==> config.mk <==
export PLATFORM = sky130hd
export DESIGN_NAME = id_ex_reg_flat
export DESIGN_NICKNAME = d
export VERILOG_FILES = /design/src/rtl/id_ex_reg_pkg.sv /design/src/rtl/id_ex_reg_if.sv /design/src/rtl/id_ex_reg_load_use_detect.sv /design/src/rtl/id_ex_reg.sv /design/src/flat_wrapper.sv
export SDC_FILE = /design/constraint.sdc
export NUM_CORES = 1
export LEC_CHECK = 0
export ABC_AREA = 1
export BUFFER_PORTS_ARGS = -buffer_cell sky130_fd_sc_hd__buf_4
export CAP_MARGIN = 20
export CORE_MARGIN = 10
export CORE_UTILIZATION = 49
export DETAILED_ROUTE_END_ITERATION = 8
export GPL_ROUTABILITY_DRIVEN = 0
export GPL_TIMING_DRIVEN = 0
export PLACE_DENSITY_LB_ADDON = 0.2
export SYNTH_ARGS = -nofsm -noshare
export SYNTH_HDL_FRONTEND = slang
export SYNTH_SLANG_ARGS = --single-unit
==> constraint.sdc <==
create_clock -name clk -period 4.45 [get_ports clk]
set_clock_uncertainty 0.05 [all_clocks]
set_input_delay 0.445 -clock clk [delete_from_list [all_inputs] [get_ports clk]]
set_output_delay 0.445 -clock clk [all_outputs]
set_load 0.05 [all_outputs]
==> src/rtl/id_ex_reg_pkg.sv <==
// -----------------------------------------------------------------------------
// id_ex_reg_pkg
// Shared definitions for the ID/EX pipeline register and its neighbours
// (signal_mux, alu, forwarding_unit): datapath widths, the ALU no-op code,
// the EX-stage slot record, the per-edge action encoding and small helpers.
// Optional feature macro: ID_EX_PERF_COUNTER_EN (perf counter width/limit
// are defined here unconditionally so the helper is always available).
// -----------------------------------------------------------------------------
package id_ex_reg_pkg;

  localparam int ISA_WIDTH     = 32;
  localparam int REG_IDX_WIDTH = 5;
  localparam int ALU_OP_WIDTH  = 4;

  localparam logic [ALU_OP_WIDTH-1:0] ALU_OP_NOP = 4'd0;

  localparam int                    PERF_WIDTH = 32;
  localparam logic [PERF_WIDTH-1:0] PERF_MAX   = 32'hFFFF_FFFF;

  // What the EX register does on the coming clock edge, highest priority first.
  typedef enum logic [1:0] {
    ACT_HOLD    = 2'd0,
    ACT_FLUSH   = 2'd1,
    ACT_STALL   = 2'd2,
    ACT_CAPTURE = 2'd3
  } edge_action_e;

  // Contents of one EX slot.
  typedef struct packed {
    logic                     no_op;
    logic [ISA_WIDTH-1:0]     operand_1;
    logic [ISA_WIDTH-1:0]     operand_2;
    logic [ISA_WIDTH-1:0]     store_data;
    logic [REG_IDX_WIDTH-1:0] reg_1_idx;
    logic [REG_IDX_WIDTH-1:0] reg_2_idx;
    logic [REG_IDX_WIDTH-1:0] reg_dest_idx;
    logic [ALU_OP_WIDTH-1:0]  alu_op;
    logic                     mem_read;
    logic                     mem_write;
    logic                     reg_write;
  } stage_t;

  // An empty EX slot: marked as a bubble with every field cleared.
  function automatic stage_t bubble_stage();
    stage_t s;
    s.no_op        = 1'b1;
    s.operand_1    = {ISA_WIDTH{1'b0}};
    s.operand_2    = {ISA_WIDTH{1'b0}};
    s.store_data   = {ISA_WIDTH{1'b0}};
    s.reg_1_idx    = {REG_IDX_WIDTH{1'b0}};
    s.reg_2_idx    = {REG_IDX_WIDTH{1'b0}};
    s.reg_dest_idx = {REG_IDX_WIDTH{1'b0}};
    s.alu_op       = ALU_OP_NOP;
    s.mem_read     = 1'b0;
    s.mem_write    = 1'b0;
    s.reg_write    = 1'b0;
    return s;
  endfunction

  // Increment that sticks at the all-ones value instead of wrapping.
  function automatic logic [PERF_WIDTH-1:0] sat_inc(input logic [PERF_WIDTH-1:0] v);
    logic [PERF_WIDTH-1:0] r;
    if (v == PERF_MAX) begin
      r = v;
    end else begin
      r = v + 32'd1;
    end
    return r;
  endfunction

endpackage

==> src/rtl/id_ex_reg_if.sv <==
// -----------------------------------------------------------------------------
// id_ex_reg_if
// Bundle between the ID stage and the ID/EX register, and from the register
// to the EX stage.
//   id_*           : instruction slot presented by the ID stage
//   ex_*           : registered slot seen by the EX stage
//   load_use_stall : combinational hold request back to IF/ID and PC
//   bubble_count / flush_count : only with ID_EX_PERF_COUNTER_EN
// Modports:
//   master : the pipeline environment (drives id_*, observes ex_* and stall)
//   slave  : the id_ex_reg block (consumes id_*, drives ex_* and stall)
// -----------------------------------------------------------------------------
interface id_ex_reg_if;
  import id_ex_reg_pkg::*;

  logic                     id_no_op;
  logic [ISA_WIDTH-1:0]     id_operand_1;
  logic [ISA_WIDTH-1:0]     id_operand_2;
  logic [ISA_WIDTH-1:0]     id_store_data;
  logic [REG_IDX_WIDTH-1:0] id_reg_1_idx;
  logic [REG_IDX_WIDTH-1:0] id_reg_2_idx;
  logic [REG_IDX_WIDTH-1:0] id_reg_dest_idx;
  logic [ALU_OP_WIDTH-1:0]  id_alu_op;
  logic                     id_mem_read;
  logic                     id_mem_write;
  logic                     id_reg_write;

  logic                     load_use_stall;
  logic                     ex_no_op;
  logic [ISA_WIDTH-1:0]     ex_operand_1;
  logic [ISA_WIDTH-1:0]     ex_operand_2;
  logic [ISA_WIDTH-1:0]     ex_store_data;
  logic [REG_IDX_WIDTH-1:0] ex_reg_1_idx;
  logic [REG_IDX_WIDTH-1:0] ex_reg_2_idx;
  logic [REG_IDX_WIDTH-1:0] ex_reg_dest_idx;
  logic [ALU_OP_WIDTH-1:0]  ex_alu_op;
  logic                     ex_mem_read;
  logic                     ex_mem_write;
  logic                     ex_reg_write;

`ifdef ID_EX_PERF_COUNTER_EN
  logic [PERF_WIDTH-1:0]    bubble_count;
  logic [PERF_WIDTH-1:0]    flush_count;

  modport master (
    output id_no_op, id_operand_1, id_operand_2, id_store_data,
           id_reg_1_idx, id_reg_2_idx, id_reg_dest_idx, id_alu_op,
           id_mem_read, id_mem_write, id_reg_write,
    input  load_use_stall, ex_no_op, ex_operand_1, ex_operand_2, ex_store_data,
           ex_reg_1_idx, ex_reg_2_idx, ex_reg_dest_idx, ex_alu_op,
           ex_mem_read, ex_mem_write, ex_reg_write, bubble_count, flush_count
  );

  modport slave (
    input  id_no_op, id_operand_1, id_operand_2, id_store_data,
           id_reg_1_idx, id_reg_2_idx, id_reg_dest_idx, id_alu_op,
           id_mem_read, id_mem_write, id_reg_write,
    output load_use_stall, ex_no_op, ex_operand_1, ex_operand_2, ex_store_data,
           ex_reg_1_idx, ex_reg_2_idx, ex_reg_dest_idx, ex_alu_op,
           ex_mem_read, ex_mem_write, ex_reg_write, bubble_count, flush_count
  );
`else
  modport master (
    output id_no_op, id_operand_1, id_operand_2, id_store_data,
           id_reg_1_idx, id_reg_2_idx, id_reg_dest_idx, id_alu_op,
           id_mem_read, id_mem_write, id_reg_write,
    input  load_use_stall, ex_no_op, ex_operand_1, ex_operand_2, ex_store_data,
           ex_reg_1_idx, ex_reg_2_idx, ex_reg_dest_idx, ex_alu_op,
           ex_mem_read, ex_mem_write, ex_reg_write
  );

  modport slave (
    input  id_no_op, id_operand_1, id_operand_2, id_store_data,
           id_reg_1_idx, id_reg_2_idx, id_reg_dest_idx, id_alu_op,
           id_mem_read, id_mem_write, id_reg_write,
    output load_use_stall, ex_no_op, ex_operand_1, ex_operand_2, ex_store_data,
           ex_reg_1_idx, ex_reg_2_idx, ex_reg_dest_idx, ex_alu_op,
           ex_mem_read, ex_mem_write, ex_reg_write
  );
`endif

endinterface

==> src/rtl/id_ex_reg_load_use_detect.sv <==
// -----------------------------------------------------------------------------
// load_use_detect
// Pure combinational load-use hazard compare between the instruction in ID
// and the load currently in EX. A pause or flush suppresses the request, as
// does a gap on either side; index 0 never matches.
// Ports:
//   debug_pause, flush        : higher-priority pipeline controls
//   id_no_op, id_reg_*_idx    : consumer in ID
//   ex_no_op, ex_mem_read,
//   ex_reg_dest_idx           : producer in EX
//   stall                     : hold IF/ID and PC this cycle
// -----------------------------------------------------------------------------
module load_use_detect
  import id_ex_reg_pkg::*;
(
  input  logic                     debug_pause,
  input  logic                     flush,
  input  logic                     id_no_op,
  input  logic [REG_IDX_WIDTH-1:0] id_reg_1_idx,
  input  logic [REG_IDX_WIDTH-1:0] id_reg_2_idx,
  input  logic                     ex_no_op,
  input  logic                     ex_mem_read,
  input  logic [REG_IDX_WIDTH-1:0] ex_reg_dest_idx,
  output logic                     stall
);

  logic dest_valid_s;
  logic src_match_s;

  assign dest_valid_s = (ex_reg_dest_idx != {REG_IDX_WIDTH{1'b0}});
  assign src_match_s  = (id_reg_1_idx == ex_reg_dest_idx) |
                        (id_reg_2_idx == ex_reg_dest_idx);

  assign stall = ~debug_pause & ~flush & ~id_no_op & ~ex_no_op &
                 ex_mem_read & dest_valid_s & src_match_s;

endmodule

==> src/rtl/id_ex_reg.sv <==
// -----------------------------------------------------------------------------
// id_ex_reg
// ID -> EX pipeline register. Captures the muxed operands, indices and
// control bits each cycle, inserts a one-cycle bubble on a load-use hazard,
// loads a bubble on flush and freezes completely on debug_pause.
// Ports:
//   clk         : system clock, rising edge
//   rst_n       : asynchronous active-low reset (EX restarts as a bubble)
//   debug_pause : hold every register, counters included
//   flush       : replace the incoming instruction with a bubble
//   bus         : id_ex_reg_if.slave (id_* in, ex_* / load_use_stall out,
//                 bubble_count / flush_count with ID_EX_PERF_COUNTER_EN)
// Optional feature macro: ID_EX_PERF_COUNTER_EN adds saturating counters of
// load-use bubbles and of flushes that discarded a real instruction.
// -----------------------------------------------------------------------------
module id_ex_reg
  import id_ex_reg_pkg::*;
(
  input logic         clk,
  input logic         rst_n,
  input logic         debug_pause,
  input logic         flush,
  id_ex_reg_if.slave  bus
);

  stage_t       ex_r;
  stage_t       ex_next_s;
  stage_t       incoming_s;
  edge_action_e action_s;
  logic         stall_s;

  load_use_detect u_load_use_detect (
    .debug_pause     (debug_pause),
    .flush           (flush),
    .id_no_op        (bus.id_no_op),
    .id_reg_1_idx    (bus.id_reg_1_idx),
    .id_reg_2_idx    (bus.id_reg_2_idx),
    .ex_no_op        (ex_r.no_op),
    .ex_mem_read     (ex_r.mem_read),
    .ex_reg_dest_idx (ex_r.reg_dest_idx),
    .stall           (stall_s)
  );

  // Select this edge's action; pause beats flush beats the hazard bubble.
  always_comb begin
    action_s = ACT_CAPTURE;
    if (debug_pause) begin
      action_s = ACT_HOLD;
    end else if (flush) begin
      action_s = ACT_FLUSH;
    end else if (stall_s) begin
      action_s = ACT_STALL;
    end else begin
      action_s = ACT_CAPTURE;
    end
  end

  // Assemble the ID slot; a gap keeps its operands but drops all control and
  // indices so nothing downstream (forwarding, writeback) can act on it.
  always_comb begin
    incoming_s.no_op        = bus.id_no_op;
    incoming_s.operand_1    = bus.id_operand_1;
    incoming_s.operand_2    = bus.id_operand_2;
    incoming_s.store_data   = bus.id_store_data;
    incoming_s.reg_1_idx    = bus.id_reg_1_idx;
    incoming_s.reg_2_idx    = bus.id_reg_2_idx;
    incoming_s.reg_dest_idx = bus.id_reg_dest_idx;
    incoming_s.alu_op       = bus.id_alu_op;
    incoming_s.mem_read     = bus.id_mem_read;
    incoming_s.mem_write    = bus.id_mem_write;
    incoming_s.reg_write    = bus.id_reg_write;
    if (bus.id_no_op) begin
      incoming_s.reg_1_idx    = {REG_IDX_WIDTH{1'b0}};
      incoming_s.reg_2_idx    = {REG_IDX_WIDTH{1'b0}};
      incoming_s.reg_dest_idx = {REG_IDX_WIDTH{1'b0}};
      incoming_s.alu_op       = ALU_OP_NOP;
      incoming_s.mem_read     = 1'b0;
      incoming_s.mem_write    = 1'b0;
      incoming_s.reg_write    = 1'b0;
    end else begin
      incoming_s.no_op        = 1'b0;
    end
  end

  // Next EX slot content for the selected action.
  always_comb begin
    ex_next_s = ex_r;
    case (action_s)
      ACT_HOLD:             ex_next_s = ex_r;
      ACT_FLUSH, ACT_STALL: ex_next_s = bubble_stage();
      ACT_CAPTURE:          ex_next_s = incoming_s;
      default:              ex_next_s = bubble_stage();
    endcase
  end

  // EX slot register; reset leaves an empty pipeline.
  always_ff @(posedge clk or negedge rst_n) begin
    if (!rst_n) begin
      ex_r <= bubble_stage();
    end else begin
      ex_r <= ex_next_s;
    end
  end

  assign bus.load_use_stall  = stall_s;
  assign bus.ex_no_op        = ex_r.no_op;
  assign bus.ex_operand_1    = ex_r.operand_1;
  assign bus.ex_operand_2    = ex_r.operand_2;
  assign bus.ex_store_data   = ex_r.store_data;
  assign bus.ex_reg_1_idx    = ex_r.reg_1_idx;
  assign bus.ex_reg_2_idx    = ex_r.reg_2_idx;
  assign bus.ex_reg_dest_idx = ex_r.reg_dest_idx;
  assign bus.ex_alu_op       = ex_r.alu_op;
  assign bus.ex_mem_read     = ex_r.mem_read;
  assign bus.ex_mem_write    = ex_r.mem_write;
  assign bus.ex_reg_write    = ex_r.reg_write;

`ifdef ID_EX_PERF_COUNTER_EN
  logic [PERF_WIDTH-1:0] bubble_count_r;
  logic [PERF_WIDTH-1:0] flush_count_r;

  // Saturating event counters; they only move on edges that are not paused.
  always_ff @(posedge clk or negedge rst_n) begin
    if (!rst_n) begin
      bubble_count_r <= {PERF_WIDTH{1'b0}};
      flush_count_r  <= {PERF_WIDTH{1'b0}};
    end else begin
      case (action_s)
        ACT_STALL: begin
          bubble_count_r <= sat_inc(bubble_count_r);
        end
        ACT_FLUSH: begin
          // Flushing a gap discards nothing, so it is not counted.
          if (!bus.id_no_op) begin
            flush_count_r <= sat_inc(flush_count_r);
          end else begin
            flush_count_r <= flush_count_r;
          end
        end
        default: begin
          bubble_count_r <= bubble_count_r;
          flush_count_r  <= flush_count_r;
        end
      endcase
    end
  end

  assign bus.bubble_count = bubble_count_r;
  assign bus.flush_count  = flush_count_r;
`endif

endmodule

==> src/flat_wrapper.sv <==
// flat-port wrapper written by rule: the top's interface ports become plain ports
module id_ex_reg_flat import id_ex_reg_pkg::*;
  (clk, rst_n, debug_pause, flush, bus_id_no_op, bus_id_operand_1, bus_id_operand_2, bus_id_store_data, bus_id_reg_1_idx, bus_id_reg_2_idx, bus_id_reg_dest_idx, bus_id_alu_op, bus_id_mem_read, bus_id_mem_write, bus_id_reg_write, bus_load_use_stall, bus_ex_no_op, bus_ex_operand_1, bus_ex_operand_2, bus_ex_store_data, bus_ex_reg_1_idx, bus_ex_reg_2_idx, bus_ex_reg_dest_idx, bus_ex_alu_op, bus_ex_mem_read, bus_ex_mem_write, bus_ex_reg_write);
  id_ex_reg_if bus_i ();
  input logic clk;
  input logic rst_n;
  input logic debug_pause;
  input logic flush;
  input wire logic [$bits(bus_i.id_no_op)-1:0] bus_id_no_op;
  input wire logic [$bits(bus_i.id_operand_1)-1:0] bus_id_operand_1;
  input wire logic [$bits(bus_i.id_operand_2)-1:0] bus_id_operand_2;
  input wire logic [$bits(bus_i.id_store_data)-1:0] bus_id_store_data;
  input wire logic [$bits(bus_i.id_reg_1_idx)-1:0] bus_id_reg_1_idx;
  input wire logic [$bits(bus_i.id_reg_2_idx)-1:0] bus_id_reg_2_idx;
  input wire logic [$bits(bus_i.id_reg_dest_idx)-1:0] bus_id_reg_dest_idx;
  input wire logic [$bits(bus_i.id_alu_op)-1:0] bus_id_alu_op;
  input wire logic [$bits(bus_i.id_mem_read)-1:0] bus_id_mem_read;
  input wire logic [$bits(bus_i.id_mem_write)-1:0] bus_id_mem_write;
  input wire logic [$bits(bus_i.id_reg_write)-1:0] bus_id_reg_write;
  output wire logic [$bits(bus_i.load_use_stall)-1:0] bus_load_use_stall;
  output wire logic [$bits(bus_i.ex_no_op)-1:0] bus_ex_no_op;
  output wire logic [$bits(bus_i.ex_operand_1)-1:0] bus_ex_operand_1;
  output wire logic [$bits(bus_i.ex_operand_2)-1:0] bus_ex_operand_2;
  output wire logic [$bits(bus_i.ex_store_data)-1:0] bus_ex_store_data;
  output wire logic [$bits(bus_i.ex_reg_1_idx)-1:0] bus_ex_reg_1_idx;
  output wire logic [$bits(bus_i.ex_reg_2_idx)-1:0] bus_ex_reg_2_idx;
  output wire logic [$bits(bus_i.ex_reg_dest_idx)-1:0] bus_ex_reg_dest_idx;
  output wire logic [$bits(bus_i.ex_alu_op)-1:0] bus_ex_alu_op;
  output wire logic [$bits(bus_i.ex_mem_read)-1:0] bus_ex_mem_read;
  output wire logic [$bits(bus_i.ex_mem_write)-1:0] bus_ex_mem_write;
  output wire logic [$bits(bus_i.ex_reg_write)-1:0] bus_ex_reg_write;
  assign bus_i.id_no_op = bus_id_no_op;
  assign bus_i.id_operand_1 = bus_id_operand_1;
  assign bus_i.id_operand_2 = bus_id_operand_2;
  assign bus_i.id_store_data = bus_id_store_data;
  assign bus_i.id_reg_1_idx = bus_id_reg_1_idx;
  assign bus_i.id_reg_2_idx = bus_id_reg_2_idx;
  assign bus_i.id_reg_dest_idx = bus_id_reg_dest_idx;
  assign bus_i.id_alu_op = bus_id_alu_op;
  assign bus_i.id_mem_read = bus_id_mem_read;
  assign bus_i.id_mem_write = bus_id_mem_write;
  assign bus_i.id_reg_write = bus_id_reg_write;
  assign bus_load_use_stall = bus_i.load_use_stall;
  assign bus_ex_no_op = bus_i.ex_no_op;
  assign bus_ex_operand_1 = bus_i.ex_operand_1;
  assign bus_ex_operand_2 = bus_i.ex_operand_2;
  assign bus_ex_store_data = bus_i.ex_store_data;
  assign bus_ex_reg_1_idx = bus_i.ex_reg_1_idx;
  assign bus_ex_reg_2_idx = bus_i.ex_reg_2_idx;
  assign bus_ex_reg_dest_idx = bus_i.ex_reg_dest_idx;
  assign bus_ex_alu_op = bus_i.ex_alu_op;
  assign bus_ex_mem_read = bus_i.ex_mem_read;
  assign bus_ex_mem_write = bus_i.ex_mem_write;
  assign bus_ex_reg_write = bus_i.ex_reg_write;
  id_ex_reg u_core (.clk(clk), .rst_n(rst_n), .debug_pause(debug_pause), .flush(flush), .bus(bus_i));
endmodule
**Word-level counts from Yosys, hierarchy flattened**

Index checks and enable logic that the tools add are counted.
Widths: inputs -> output; s select.

- Input bits: 123
- Flip-flop bits (word level): 119
- Word-level logic and storage cells: 36

- Bitwise operators: 11
- Muxes and demuxes: 6
- Eq/ne operators: 5
- Reductions and logical operators: 3

Operators by type and width:

| cell | number |
|---|---|
| $pmux 119 s2 | 1 |
| $mux 22 | 1 |
| $eq 5x5->1 | 2 |
| $and 1x1->1 | 6 |
| $reduce_bool 5->1 | 1 |
| $eq 2x2->1 const B | 2 |
| $mux 2 | 2 |
| $not 1->1 | 4 |
| $eq 2x1->1 const B | 1 |
| $logic_not 2->1 | 1 |
| $mux 1 | 2 |
| $reduce_or 2->1 | 1 |
| $or 1x1->1 | 1 |

**Longest topological paths before layout**

Gate-level depths: netlist of the first run.

- Depth in word-level cells: 13
- Gate-level depth with buffers: 11

**Hierarchy**

From an unflattened synthesis of the first run, not the netlist that was laid out.

- Cells, all modules: 613
- Area, all modules: 5094.9 um^2

Modules (own cells, without submodules):

| module | instances | cells an instance | seq. area each (um^2) | area each (um^2) |
|---|---|---|---|---|
| id_ex_reg | 1 | 566 | 2979.1 | 4889.7 |
| load_use_detect | 1 | 47 | 0.0 | 205.2 |

**Worst setup path after synthesis of the first run**

Ideal clock, no wire load.

- Kind: reg2out
- Start: register u_core.ex_r, in the netlist u_core.bus.ex_reg_dest_idx[1]
- End: output port bus_load_use_stall
- Data arrival time: 1.777 ns
- Path slack: 2.178 ns
- Required time: 3.955 ns
- Cell stages (with the launch flop): 10
- Path buffers: 1
- Path through: dfrtp_1 inv_1 nand2_1 nand2_1 nor2_1 nand3_1 nand2_1 nand2_1 clkbuf_1 inv_1

- Longest elaborated chain between the ends: 3

RTL lines:

| item | RTL line | RTL |
|---|---|---|
| start, declared | id_ex_reg.sv:26 | `stage_t ex_r;` |
| start signal, assigned | id_ex_reg.sv:99 | `ex_r <= bubble_stage();` |
| start signal, assigned | id_ex_reg.sv:101 | `ex_r <= ex_next_s;` |
| $eq 5x5->1, or another cell as far along | id_ex_reg_load_use_detect.sv:31 | `assign src_match_s = (id_reg_1_idx == ex_reg_dest_idx) \|` |
| $or 1x1->1 / $and 1x1->1 (equally long branches) | id_ex_reg_load_use_detect.sv:31, id_ex_reg_load_use_detect.sv:35 |  |
| $and 1x1->1 (*) | id_ex_reg_load_use_detect.sv:35 | `ex_mem_read & dest_valid_s & src_match_s;` |
| end, declared | flat_wrapper.sv:20 | `output wire logic [$bits(bus_i.load_use_stall)-1:0] bus_load_use_stall;` |

Every way passes the cells marked *; elsewhere a longest branch is shown, timed or not.

**Worst setup path in the final report of the first run**

Same ends and word-level chain as after synthesis.

==> results.md, run 1 <==
- Outcome: complete, no violations
- CP max stage cell: dfrtp_1
- RR Startpoint: u_core.bus.ex_reg_dest_idx[0]$_DFFE_PN0P_
- Hold Slack: 104 ps
- Synth top cells by count: 262 x nand2_1, 118 x dfrtp_1, 99 x nand3_1, 22 x o21ai_0, 19 x clkbuf_1
- Count leader, synth: nand2_1
- Peak supply drop: 289 uV
- Vias in the first global route: 5145
- CP Launch Type: register
- RSZ-0062 raised after global routing: no
- Clk pin slew, worst setup/hold paths: 60 ps
- Hpwl dp: 12500 um
- Worst setup path class: register to output pin
- WP buf/inv: 4
- TNS Setup: 0 ps
- Crit end category: output pin
- Worst path cell trace: inv_1 > nand2_1 > nand2_1 > nor2_1 > nand3_1 > nand2_1 > nand2_1 > clkbuf_1 > inv_1 > buf_4
- IO Count: 243
- Top Family by Delay on Critical Path: buffers and inverters
- Fmax: 0.348 GHz
- Sequential share of the synthesized area: 61.3%
- First-pass GRT wire length: 26600 um
- Post-synth EDFFs: 0
- Via count: 4882
- Syn Std Cell Area: 4860 um^2
- DR DRC count: 0
- Starting Density: 50.0%
- Clock latency on the worst-skew pair: 510 ps
- Crit-path max FO: 10
- Post-DR vias/cell: 4.99
- Post-CTS setup buffers: 0
- Largest net degree at the start of global routing: 63
- Lkg Pwr: 4.23 nW
- Syn nets: 692
- Area grow syn2layout: 54.5%
- Register Area: 2980 um^2
- Count of pins over their slew limit: 0
- All-Layer GR Usage: 23.0%
- CTS max path bufs: 2
- Primary FF master, synth: dfrtp_1
- Highest cell delay on the worst timing path: 430 ps
- Layout fillers: 690
- Max-cap violations: 0
- Layout cells sized above 1: 34.0%
- Final setup viols: 0
- WP data arrival: 2380 ps
- Total CTS buffers: 17
- Mean area per synthesized cell: 8.55 um^2
- Final Hold Viols: 0
- Final period util: 64.6%
- Netlist cell types: 16
- HP Class: input port to register
- Worst slew margin: 59.6%
- Cell Pwr Density: 442 nW/um^2
- Ant diodes: 0
- Worst Max-Slew Pin Slew: 607 ps
- HP Start: bus_id_store_data[16]
- Root Buffer: clkbuf_8
- H-tree levels: 4
- Port Buffers: 242
- Clock sinks: 119
- Clock tree from TritonCTS: built
- Final WL: 16700 um
- Antenna violations before repair: 0
- Starting DRT DRC Count: 361
- Most Frequent Cell on Critical Path: nand2_1
- Yosys top cell area share: 60.7%
- Gate count of the mapped netlist: 569
- Synth warn: 0
- Critical path origin: u_core.bus.ex_reg_dest_idx[1]$_DFFE_PN0P_
- Area leader, netlist: dfrtp_1
- Die area: 14300 um^2
- WP data required: 3950 ps
- Synth async-reset ratio: 100%
- Crit path time final: 2870 ps
- Top cells by area, synth: dfrtp_1 61%, nand2_1 20%, nand3_1 10%
- Area of the multi-input gates: 1670 um^2
- Die X: 120 um
- Core box area: 9730 um^2
- # rows: 36
- Avg WL per Cell: 17.1 um
- Synthesized flop and latch total: 119
- Final net count: 955
- TritonRoute pass-1 iters: 5
- Die Ht: 120 um
- Final ANT Viol Nets: 0
- Grt ovf: 0
==> cells in the final DEF (no fill, tap or decap) <==
| cell type | netlist | layout |
|---|---|---|
| nand4_1 | 1 | 1 |
| inv_1 | 16 | 16 |
| nor3_1 | 1 | 1 |
| a31oi_1 | 1 | 1 |
| buf_6 | 0 | 1 |
| dfrtp_1 | 118 | 118 |
| buf_16 | 0 | 1 |
| dlygate4sd3_1 | 0 | 1 |
| clkbuf_16 | 0 | 16 |
| buf_4 | 2 | 243 |
| buf_1 | 7 | 7 |
| nor2_4 | 1 | 1 |
| xnor2_1 | 2 | 2 |
| clkbuf_1 | 19 | 20 |
| buf_2 | 9 | 9 |
| clkbuf_8 | 0 | 8 |
| nor2_1 | 8 | 8 |
| clkinvlp_4 | 0 | 1 |
| o21ai_0 | 22 | 22 |
| dfstp_2 | 1 | 1 |
| clkinv_2 | 0 | 3 |
| nand2_1 | 262 | 262 |
| nand3_1 | 99 | 99 |
| bufinv_16 | 0 | 3 |
==> path summary, 6_finish.rpt <==
path / to / slack, ps / cells past startpoint
max: bus_load_use_stall / 1580 / 10
min: u_core.bus.ex_store_data[16]$_DFFE_PN0P_ / 100 / 3
max reg2reg: u_core.bus.ex_operand_1[0]$_DFFE_PN0P_ / 2420 / 11
min reg2reg: u_core.bus.ex_store_data[0]$_DFFE_PN0P_ / 430 / 2
max in group asynchronous: u_core.bus.ex_no_op$_DFFE_PN1P_ / 3190 / 3
min in group asynchronous: u_core.bus.ex_store_data[4]$_DFFE_PN0P_ / 420 / 2
==> layer usage <==
layer	vias up	part of all wire [%]	wire length (um)	GRT usage (%)
met2	192	50	8310	38.6
met4	0	3.2	535	10.0
met3	37	8.9	1480	8.35
li1	2331	-	-	-
met5	-	0	0	0
met1	2322	38	6370	26.0
==> final cells by class <==
type                            instances  share of cell area, %
Inverter                               16                  0.799
Clock buffer                           25                   6.84
Clock inverter                          7                   1.50
Timing Repair Buffer                  244                   24.7
Sequential cell                       119                   39.7
Tap cell                              133                   2.21
Buffer                                 37                   2.10
Multi-Input combinational cell        397                   22.2
==> kinds of logic (layout without fill, tap and decap cells) <==
group	Yosys count	count (layout)	synth area share, %
buf+inv	53	329	4.48
compound gates	23	23	2.39
xor+xnor	2	2	0.360
flops	119	119	61.3
simple gates	372	372	31.5
==> worst min-delay path: stages <==
cell     delay (ps)
buf_4            80
nand3_1          60
nand2_1          50
==> through the flow <==
step / cells / setup slack, ps / total power, mW / utilization (%) / area (um^2)
global placement: 944 / 1970 / 1.90 / 70.4 / 6850
detailed placement: 945 / 1950 / 1.92 / 70.7 / 6880
CTS: 978 / 1590 / 3.34 / 77.2 / 7510
floorplan: 569 / 2180 / 1.62 / - / 4860
global route: 978 / 1420 / 3.44 / 77.2 / 7510
finish: 978 / 1580 / 3.32 / 77.2 / 7510
==> flip-flops by register name (all words and copies together) (netlist names) <==
name	flops
u_core.bus.ex_operand_2	32
u_core.bus.ex_mem_write	1
u_core.bus.ex_reg_1_idx	5
u_core.bus.ex_alu_op	4
u_core.bus.ex_reg_write	1
u_core.bus.ex_no_op	1
u_core.bus.ex_mem_read	1
u_core.bus.ex_reg_2_idx	5
u_core.bus.ex_reg_dest_idx	5
u_core.bus.ex_operand_1	32
u_core.bus.ex_store_data	32
==> report_power, final <==
part | switching (mW) | internal (mW)
Sequential | 0.0485 | 1.16
Clock | 0.468 | 0.955
Combinational | 0.464 | 0.222
==> what timing repair did <==
action / CTS / global route
resized for setup: 0 / 0
endpoints found under the hold margin: 57 / 0
hold buffers: 1 / 0
No activity file was read; power rests on OpenSTA's default activity.
==> inputs of run 2 (changes only) <==
ABC_AREA = 0   (was 1)
CORE_UTILIZATION = 41   (was 49)
clock period = 2.35 ns   (was 4.45 ns; I/O delays follow)
==> results.md, run 2 <==
- Outcome: complete, no violations
- Commonest non-fill, non-tap cell in the layout: buf_4
- P_int: 4.45 mW (+90%)
- TritonRoute pass-1 iters: 4 (-1)
- Syn nets: 433 (-37%)
- Final Hold Viols: 0 (unchanged)
- Die area: 15900 um^2 (+11%)
- Clk pin slew, worst setup/hold paths: 60 ps (about the same)
- Synth top cells by count: 118 x a32o_1, 118 x dfrtp_1, 26 x clkbuf_1, 11 x nor2b_1
- # rows: 38 (+5.6%)
- IO Count: 243 (unchanged)
- Netlist cell types: 17 (+1)
- Syn Std Cell Area: 4620 um^2 (-5.0%)
- Port Buffers: 241 (-0.41%)
- Final worst setup slack: 51.4 ps (-1530 ps)
- Pre-CTS WS: 142 ps (-1810 ps)
- Die Ht: 126 um (+5.4%)
- Synth async-reset ratio: 100% (unchanged)
- Starting DRT DRC Count: 285 (-21%)
- Worst setup path class: register to output pin
- Die X: 126 um (+5.4%)
- Yosys top cell area share: 64.0% (+3.2 points)
- Mux share of post-synthesis cell area: 0% (unchanged)
- Final net count: 705 (-26%)
- Synth Area in Compound Gates: 26.2% (+24 points)
- Count of pins over their slew limit: 0 (unchanged)
- Primary FF master, synth: dfrtp_1
- Via count: 4153 (-15%)
- Largest net degree at the start of global routing: 61 (-3.2%)
- Synth warn: 0 (unchanged)
- Sequential share of the synthesized area: 64.5% (+3.3 points)
- Post-Layout Cell Count: 735 (-25%)
- Combinational power share: 20.8% (about the same)
- Layout fillers: 824 (+19%)
- Placed insts: 692 (-27%)
- Final setup viols: 0 (unchanged)
- Worst slew margin: 50.2% (-9.4 points)
- Register Area: 2980 um^2 (+0.13%)
- Worst Max-Slew Pin Slew: 745 ps (+138 ps)
- Area leader, netlist: dfrtp_1
- Top cells by area, synth: dfrtp_1 64%, a32o_1 26%, buf_6 2.4%
- Final core utilization: 67.6% (-9.7 points)
- CTS max path bufs: 2 (unchanged)
- Final period util: 97.8%
- WP data required: 2070 ps (-1880 ps)
- Antenna violations before repair: 0 (unchanged)
- Main combinational cell family by area after synthesis: compound AO/OA/AOI/OAI gates
- Avg WL per Cell: 22.2 um (+30%)
- Post-Synth XOR/XNOR Area: 1.90% (+1.5 points)
- HP Class: input port to register
- Switching power: 1.86 mW (+89%)
- WP data arrival: 2010 ps (-370 ps)
- H-tree levels: 4 (unchanged)
- Net Sw Frac: 29.4% (-0.12 points)
- Total CTS buffers: 17 (unchanged)
- Gate count of the mapped netlist: 310 (-46%)
- Grt ovf: 0 (unchanged)
- Ant diodes: 0 (unchanged)
- Total Power: 6.31 mW (+90%)
- Post-synth EDFFs: 0 (unchanged)
- Fmax: 0.435 GHz
- RSZ-0062 raised after global routing: yes
- First-pass GRT wire length: 24700 um (-6.9%)
- Lkg Pwr: 3.54 nW (-16%)
- Commonest non-fill, non-tap cells in the layout: 247 x buf_4, 118 x a32o_1, 115 x dfrtp_1
- Clock latency on the worst-skew pair: 410 ps (-100 ps)
- DR DRC count: 0 (unchanged)
- Area grow syn2layout: 60.1%
- Starting Density: 42.2% (-7.8 points)
- Clock sinks: 119 (unchanged)
- Max-cap violations: 0 (unchanged)
- Synthesized flop and latch total: 119 (unchanged)
- CP Launch Type: register
- Post-DR vias/cell: 5.65 (+13%)
- Root Buffer: clkbuf_16
- Final ANT Viol Nets: 0 (unchanged)
- Crit path time final: 2300 ps
- Clk network pwr share: 42.8% (about the same)
- Layout cells sized above 1: 51.1% (+17 points)
- Adder-cell share of the synthesized area: 0% (unchanged)
- Flop pwr share: 36.4% (about the same)
- Mean area per synthesized cell: 14.9 um^2 (+74%)
- All-Layer GR Usage: 19.6% (-3.4 points)
- Post-synthesis simple-gate area fraction: 2.49% (-29 points)
- Peak supply drop: 510 uV (+76%)
- Clock tree from TritonCTS: built
- Crit end category: output pin
- TNS Setup: 0 ps (unchanged)
- Core box area: 10900 um^2 (+12%)
- Area of the multi-input gates: 1440 um^2 (-14%)
- Vias in the first global route: 4416 (-14%)
- Hpwl dp: 12400 um (-1.2%)
- Crit-path max FO: 6 (-4)
- Final WL: 16300 um (-2.2%)
- Cell Pwr Density: 854 nW/um^2 (+93%)
run 2: cell types whose count changed in the layout (fill, tap and decap cells not counted), sizes merged, moves of 2 or more:
cell,before,now
nand2,262,2
a32o,0,118
nand3,99,2
o21ai,22,0
inv,16,0
nor2b,0,11
xnor2,2,10
nor2,9,3
clkinvlp,1,5
clkbuf,44,47
buf,261,263
dlygate4sd3,1,3
run 2: layer usage:
metal  GRT usage (%)  routed length [um]  up-vias
met2            32.5                8090      176
met1            21.7                6220     2129
met3            9.73                1810       14
li1                -                   -     1834
met4            6.30                 201        0
met5               0                   0        -
run 2: worst max-delay path, cell delays in order, from the launching register on:
cell	delay, ps
dfrtp_1	420
or4_4	550
o2111ai_2	250
buf_6	170
nor3_4	40
buf_6	170
run 2: worst paths after layout:
kind / from / to / slack (ps) / depth (start not counted)
min in group asynchronous: rst_n / u_core.bus.ex_alu_op[1]$_DFFE_PN0P_ / 310 / 2
hold / removal: bus_id_operand_1[27] / u_core.bus.ex_operand_1[27]$_DFFE_PN0P_ / 20 / 2
max in group asynchronous: rst_n / u_core.bus.ex_no_op$_DFFE_PN1P_ / 1220 / 3
hold reg to reg: u_core.bus.ex_store_data[30]$_DFFE_PN0P_ / u_core.bus.ex_store_data[30]$_DFFE_PN0P_ / 440 / 1
setup reg to reg: u_core.bus.ex_reg_dest_idx[0]$_DFFE_PN0P_ / u_core.bus.ex_operand_1[0]$_DFFE_PN0P_ / 150 / 9
setup / recovery: u_core.bus.ex_reg_dest_idx[1]$_DFFE_PN0P_ / bus_load_use_stall / 50 / 5
run 2: timing repair:
item	4_1_cts	5_1_grt
hold buffers	3	0
setup buffers	5	4
resized for setup	6	3
setup endpoints to repair	1	1
pin swaps	1	3
hold endpoints to repair	61	0
run 2: area by class of cell:
cell class | count | share of cell area (%)
Buffer | 38 | 2.98
Clock buffer | 21 | 6.50
Tap cell | 140 | 2.37
Multi-Input combinational cell | 152 | 19.5
Sequential cell | 119 | 40.4
Clock inverter | 11 | 1.98
Timing Repair Buffer | 254 | 26.3
run 2: cell families after synthesis:
family | after synthesis
buffers and inverters | 39
xor gates and xnor gates | 10
AOI/OAI and AO/OA | 121
and+or+nand+nor | 21
DFF | 119
run 2: stage by stage:
| stage | instance area [um^2] | hold slack, ps |
|---|---|---|
| after floorplan | 4630 | -111 |
| after global routing | 7390 | 1.78 |
| after global placement | 6610 | 423 |
| final | 7390 | 15.6 |
| after CTS | 7340 | 1.06 |
| after detailed placement | 6640 | 193 |
run 2: power groups by stage:
stage,clock network [mW],logic (mW),registers (mW)
CTS,2.74,1.32,2.30
finish,2.70,1.31,2.30
global placement,0,1.28,2.32
detailed placement,0,1.30,2.33
global route,2.83,1.37,2.32
floorplan,0,0.219,2.85
